File: src/rtl/hash_display_core.sv
// hash_display_core: epoch tick, debounced display toggle, rolling hash and
// multi-cycle double-dabble BCD conversion, all on one clock domain.
module hash_display_core #(
    parameter int WIDTH      = 16,
    parameter int DIGITS     = 5,
    parameter int TICK_DIV   = 5000000,
    parameter int DEB_CYCLES = 2000,
    parameter int ROT        = 3
) (
    input  logic                clk,
    input  logic                rst,
    input  logic                button_in,
    input  logic [WIDTH-1:0]    student_id,
    output logic [WIDTH-1:0]    cur_time,
    output logic [WIDTH-1:0]    cur_hash,
    output logic                enable,
    output logic                busy,
    output logic                bcd_valid,
    output logic [4*DIGITS-1:0] digits
);
    localparam int TW = $clog2(TICK_DIV);
    localparam int DW = (DEB_CYCLES > 1) ? $clog2(DEB_CYCLES) : 1;
    localparam int IW = (WIDTH > 1) ? $clog2(WIDTH) : 1;
    localparam int BW = 4 * DIGITS;

    localparam logic [1:0] S_IDLE  = 2'd0;
    localparam logic [1:0] S_SHIFT = 2'd1;
    localparam logic [1:0] S_DONE  = 2'd2;

    logic [TW-1:0] tick_cnt;
    logic          tick;

    assign tick = (tick_cnt == TW'(TICK_DIV - 1));

    always_ff @(posedge clk or posedge rst) begin
        if (rst)       tick_cnt <= '0;
        else if (tick) tick_cnt <= '0;
        else           tick_cnt <= tick_cnt + TW'(1);
    end

    logic          sync0, sync1, deb_level;
    logic [DW-1:0] deb_cnt;
    logic          deb_flip;

    assign deb_flip = (sync1 != deb_level) &&
                      (deb_cnt == DW'(DEB_CYCLES - 1));

    always_ff @(posedge clk or posedge rst) begin
        if (rst) begin
            sync0     <= 1'b0;
            sync1     <= 1'b0;
            deb_level <= 1'b0;
            deb_cnt   <= '0;
            enable    <= 1'b0;
        end else begin
            sync0 <= button_in;
            sync1 <= sync0;
            if (sync1 == deb_level) begin
                deb_cnt <= '0;
            end else if (deb_flip) begin
                deb_cnt   <= '0;
                deb_level <= sync1;
            end else begin
                deb_cnt <= deb_cnt + DW'(1);
            end
            if (deb_flip && sync1) enable <= ~enable;
        end
    end

    logic [WIDTH-1:0]   t_new, mix;
    logic [2*WIDTH-1:0] mix2;
    logic               start_req;

    assign t_new = cur_time + WIDTH'(1);
    assign mix   = cur_hash ^ (student_id + t_new);
    assign mix2  = {mix, mix};

    always_ff @(posedge clk or posedge rst) begin
        if (rst) begin
            cur_time  <= '0;
            cur_hash  <= '0;
            start_req <= 1'b0;
        end else begin
            start_req <= tick;
            if (tick) begin
                cur_time <= t_new;
                cur_hash <= mix2[2*WIDTH-1-ROT -: WIDTH];
            end
        end
    end

    logic [1:0]       state;
    logic [IW-1:0]    it_cnt;
    logic [WIDTH-1:0] bin_sr;
    logic [BW-1:0]    bcd_sr, bcd_adj, digit_reg;
    logic             pending, take;

    assign take = start_req || pending;

    always_comb begin
        bcd_adj = bcd_sr;
        for (int i = 0; i < DIGITS; i++) begin
            if (bcd_sr[4*i +: 4] >= 4'd5)
                bcd_adj[4*i +: 4] = bcd_sr[4*i +: 4] + 4'd3;
        end
    end

    // DONE with work queued reloads straight into SHIFT so busy never drops.
    always_ff @(posedge clk or posedge rst) begin
        if (rst) begin
            state     <= S_IDLE;
            it_cnt    <= '0;
            bin_sr    <= '0;
            bcd_sr    <= '0;
            digit_reg <= '0;
            pending   <= 1'b0;
        end else begin
            case (state)
                S_IDLE: begin
                    if (take) begin
                        bin_sr  <= cur_hash;
                        bcd_sr  <= '0;
                        it_cnt  <= '0;
                        pending <= 1'b0;
                        state   <= S_SHIFT;
                    end
                end
                S_SHIFT: begin
                    {bcd_sr, bin_sr} <= {bcd_adj, bin_sr} << 1;
                    it_cnt <= it_cnt + IW'(1);
                    if (start_req) pending <= 1'b1;
                    if (it_cnt == IW'(WIDTH - 1)) state <= S_DONE;
                end
                S_DONE: begin
                    digit_reg <= bcd_sr;
                    if (take) begin
                        bin_sr  <= cur_hash;
                        bcd_sr  <= '0;
                        it_cnt  <= '0;
                        pending <= 1'b0;
                        state   <= S_SHIFT;
                    end else begin
                        state <= S_IDLE;
                    end
                end
                default: state <= S_IDLE;
            endcase
        end
    end

    assign busy      = (state != S_IDLE);
    assign bcd_valid = (state == S_DONE);
    assign digits    = enable ? digit_reg : {BW{1'b1}};

endmodule
File: config.mk
export PLATFORM = sky130hd
export DESIGN_NAME = hash_display_core
export DESIGN_NICKNAME = d
export VERILOG_FILES = /design/src/rtl/hash_display_core.sv
export SDC_FILE = /design/constraint.sdc
export NUM_CORES = 1
export LEC_CHECK = 0
export BUFFER_PORTS_ARGS = -buffer_cell sky130_fd_sc_hd__clkbuf_2
export CAP_MARGIN = 15
export CORE_ASPECT_RATIO = 0.75
export CORE_MARGIN = 8
export CORE_UTILIZATION = 64
export CTS_CLUSTER_SIZE = 16
export DETAILED_ROUTE_END_ITERATION = 16
export HOLD_SLACK_MARGIN = 0.06
export PLACE_DENSITY_LB_ADDON = 0.25
export SYNTH_ARGS = -nofsm -noshare
export SYNTH_HDL_FRONTEND = slang
export SYNTH_SLANG_ARGS = --single-unit
File: constraint.sdc
create_clock -name clk -period 11 [get_ports clk]
set_input_delay 2.2 -clock clk [delete_from_list [all_inputs] [get_ports clk]]
set_output_delay 2.2 -clock clk [all_outputs]
set_load 0.02 [all_outputs]
==> flow_metrics.py <==
metrics = {
    "status": {
        "status": "finished, final reports clean",
    },
    "pwr": {
        "seqPwrFrac_pct": 44.3,
        "ir_drop_mv": 0.114,
        "power.share.clock_pct": 52.8,
        "cellLeakagePower_uw": 0.00388,
        "power_density_nw_per_um2": 136,
        "total_power_uw": 1120,
        "switching_share_pct": 22.2,
        "power_switching_uw": 248,
        "internal_power_uw": 870,
        "pwr-share-comb_pct": 2.9,
    },
    "critical_path": {
        "critPathSlowestCell": "nor2b_2",
        "reg2reg_depth": 13,
        "arrival_ns": 2.50,
        "end_kind": "output pin",
        "r2r_slack_ns": 7.60,
        "worst_setup_path_start_kind": "flip-flop",
        "crit_type": "reg -> out",
        "reg2reg_to": "cur_hash[2]",
        "slowest_delay_ns": 1.01,
        "cp.buffers_inverters": 1,
        "cp.required_ns": 8.80,
        "path_cells": "nor2b_2 > clkbuf_2",
        "r2r_start": "cur_time[1]",
        "cp_top_family": "simple AND/OR/NAND/NOR gates",
        "critPathMaxFanout": 22,
    },
    "cts": {
        "cts_setup_buffers": 0,
        "cts_buffers": 17,
        "holdBufCountCts": 0,
        "clk_pin_slew_ns": 0.06,
        "clockBufferDepth": 2,
        "root_buffer": "clkbuf_16",
        "cts_resized": 0,
        "clock_latency_ns": 0.42,
        "cts_tree": "built",
        "cts_sinks": 134,
        "h-tree-depth": 4,
    },
    "floorplan": {
        "initial_core_util_pct": 65.7,
        "core_area_um2": 10900,
        "fp-row-count": 33,
        "die_area_um2": 14900,
        "io_pins": 74,
        "fp.dieH_um": 108,
        "die_w_um": 138,
    },
    "timing": {
        "tns_ns": 0,
        "fmax_mhz": 213,
        "final-max-slew-violation-count": 0,
        "timing.final.ws_setup_ns": 6.30,
        "tightest_slew_ns": 1.08,
        "rsz0062_at_grt": "false",
        "clock_skew_ns": 0.0114,
        "setup_violations": 0,
        "hold_viol_final": 0,
        "post-route-min-period_ns": 4.70,
        "post-route-period-util_pct": 42.8,
        "slew_headroom_pct": 27.6,
    },
    "placed_design": {
        "finalWeightedCongestion": 0.930,
        "port_buffers": 73,
        "dpl.hpwl_um": 11000,
        "pre_cts_ws_ns": 6.74,
    },
    "global_route": {
        "grt_max_degree": 69,
        "track_usage_pct": 22.6,
        "grt_overflow": 0,
        "grt_pass1_vias": 5664,
        "grt_pass1_wl_um": 27600,
        "antenna_found_initial": 0,
    },
    "synth": {
        "synth-simple-area-share_pct": 17.7,
        "syn_area_per_cell_um2": 10.1,
        "synth.area.mux_share_pct": 5.38,
        "ys.flop_type": "dfrtp_1",
        "yosysUniqueCellTypes": 52,
        "ys_ff_latch": 134,
        "synth_edf_count": 0,
        "synth_xor_area_share_pct": 11.9,
        "synthCells": 710,
        "netlist_area_um2": 7190,
        "yosys_warnings": 0,
        "yosysSeqAreaShare_pct": 46.6,
        "ys_async_sr_fraction_pct": 100,
        "syn-num-nets": 764,
        "synth_compound_area_share_pct": 9.62,
        "synth_top_family_by_area": "simple AND/OR/NAND/NOR gates",
        "post_synth_fa_ha_maj_area_fraction_pct": 6.20,
    },
    "routing": {
        "drc": 0,
        "drt_pass1_iterations": 4,
        "vias": 5430,
        "routedWlPerCell_um": 17.3,
        "routed_wl_um": 16100,
        "drtIter0Drc": 378,
        "viasPerCell": 5.82,
        "final_antenna_net_count": 0,
    },
    "min_path": {
        "min_to": "sync1",
        "worstHoldPathCells": 0,
        "hp-start": "sync0",
        "hp-class": "reg -> reg",
    },
    "layout": {
        "diodes": 0,
        "layout_commonest_cell": "dfrtp_1",
        "syn_to_final_growth_pct": 14.7,
        "layout_common_cells": "dfrtp_1, clkbuf_2, nand2_1",
        "drive_gt1_share_pct": 18.4,
        "nets": 834,
        "largest_register_ffs": 23,
    },
    "flow_run": {
        "maxCapViolCount": 0,
    },
}
## synthesized netlist by cell type (12+ instances only)
| master | instances | share of area (%) |
|---|---|---|
| xnor2_1 | 58 | 7.1 |
| nand2b_1 | 28 | 2.4 |
| inv_1 | 16 | 0.84 |
| mux2_2 | 21 | 3.3 |
| nand3_1 | 43 | 3.0 |
| a21oi_1 | 28 | 1.9 |
| o21ai_0 | 60 | 4.2 |
| nand2_1 | 67 | 3.5 |
| clkbuf_1 | 12 | 0.63 |
| nor2_1 | 51 | 2.7 |
| dfrtp_1 | 134 | 47 |
| xor2_1 | 40 | 4.9 |
| ha_1 | 34 | 5.9 |
| mux2i_1 | 15 | 2.1 |
## layout make-up
type	instances	area [um2]
clock buffer	18	439
inverter	16	62.6
clock inverter	14	175
fill	743	2690
timing repair buffer	76	388
tap	140	175
sequential	134	3350
multi-input combinational	535	3650
## kinds of logic after synthesis
| logic type | count (synthesis) |
|---|---|
| and+or+nand+nor | 247 |
| xor gates and xnor gates | 98 |
| AOI/OAI and AO/OA | 119 |
| buffers and inverters | 41 |
| adders and majority gates | 35 |
| muxes | 36 |
| DFF | 134 |
## worst reg2reg max path, delay by kind of cell, from the launching register on
kind | cells | cell delay [ns]
flops | 1 | 0.43
compound gates | 5 | 1.09
xor+xnor | 2 | 0.38
fa+ha+maj | 2 | 0.61
simple gates | 4 | 0.80
## metal layers
layer / up-vias / GRT usage, % / routed length [um]
li1: 2580 / - / -
met1: 2671 / 29.2 / 7310
met2: 144 / 36.2 / 7710
met3: 35 / 5.64 / 837
met4: 0 / 8.28 / 282
met5: - / 0 / 0
## how the worst max path moves through the flow
stage | from | endpoint | slack [ns] | cells past startpoint
finish | state[0] | bcd_valid | 6.30 | 2
global route | state[0] | bcd_valid | 6.16 | 2
CTS | state[0] | bcd_valid | 6.32 | 2
detailed placement | student_id[0] | cur_hash[15] | 6.74 | 9
global placement | student_id[0] | cur_hash[15] | 6.83 | 9
floorplan | rst | bcd_sr[0] | 5.22 | 1
## power groups by stage
stage / clock network (uW) / logic [uW] / registers (uW)
floorplan: 0 / 22.5 / 504
global route: 617 / 37.2 / 495
detailed placement: 0 / 32.6 / 504
global placement: 0 / 31.6 / 504
CTS: 595 / 33.2 / 495
finish: 590 / 32.5 / 495
## per-stage QoR
step	std cells	hold slack [ns]	cell area (um2)	util, %
after floorplan	710	0.331	7190	-
after global placement	901	0.334	7630	69.8
after detailed placement	901	0.341	7630	69.8
after CTS	933	0.355	8250	75.4
after global routing	933	0.367	8250	75.4
final	933	0.354	8250	75.4
Note: power is estimated with default switching activity, not from simulation.
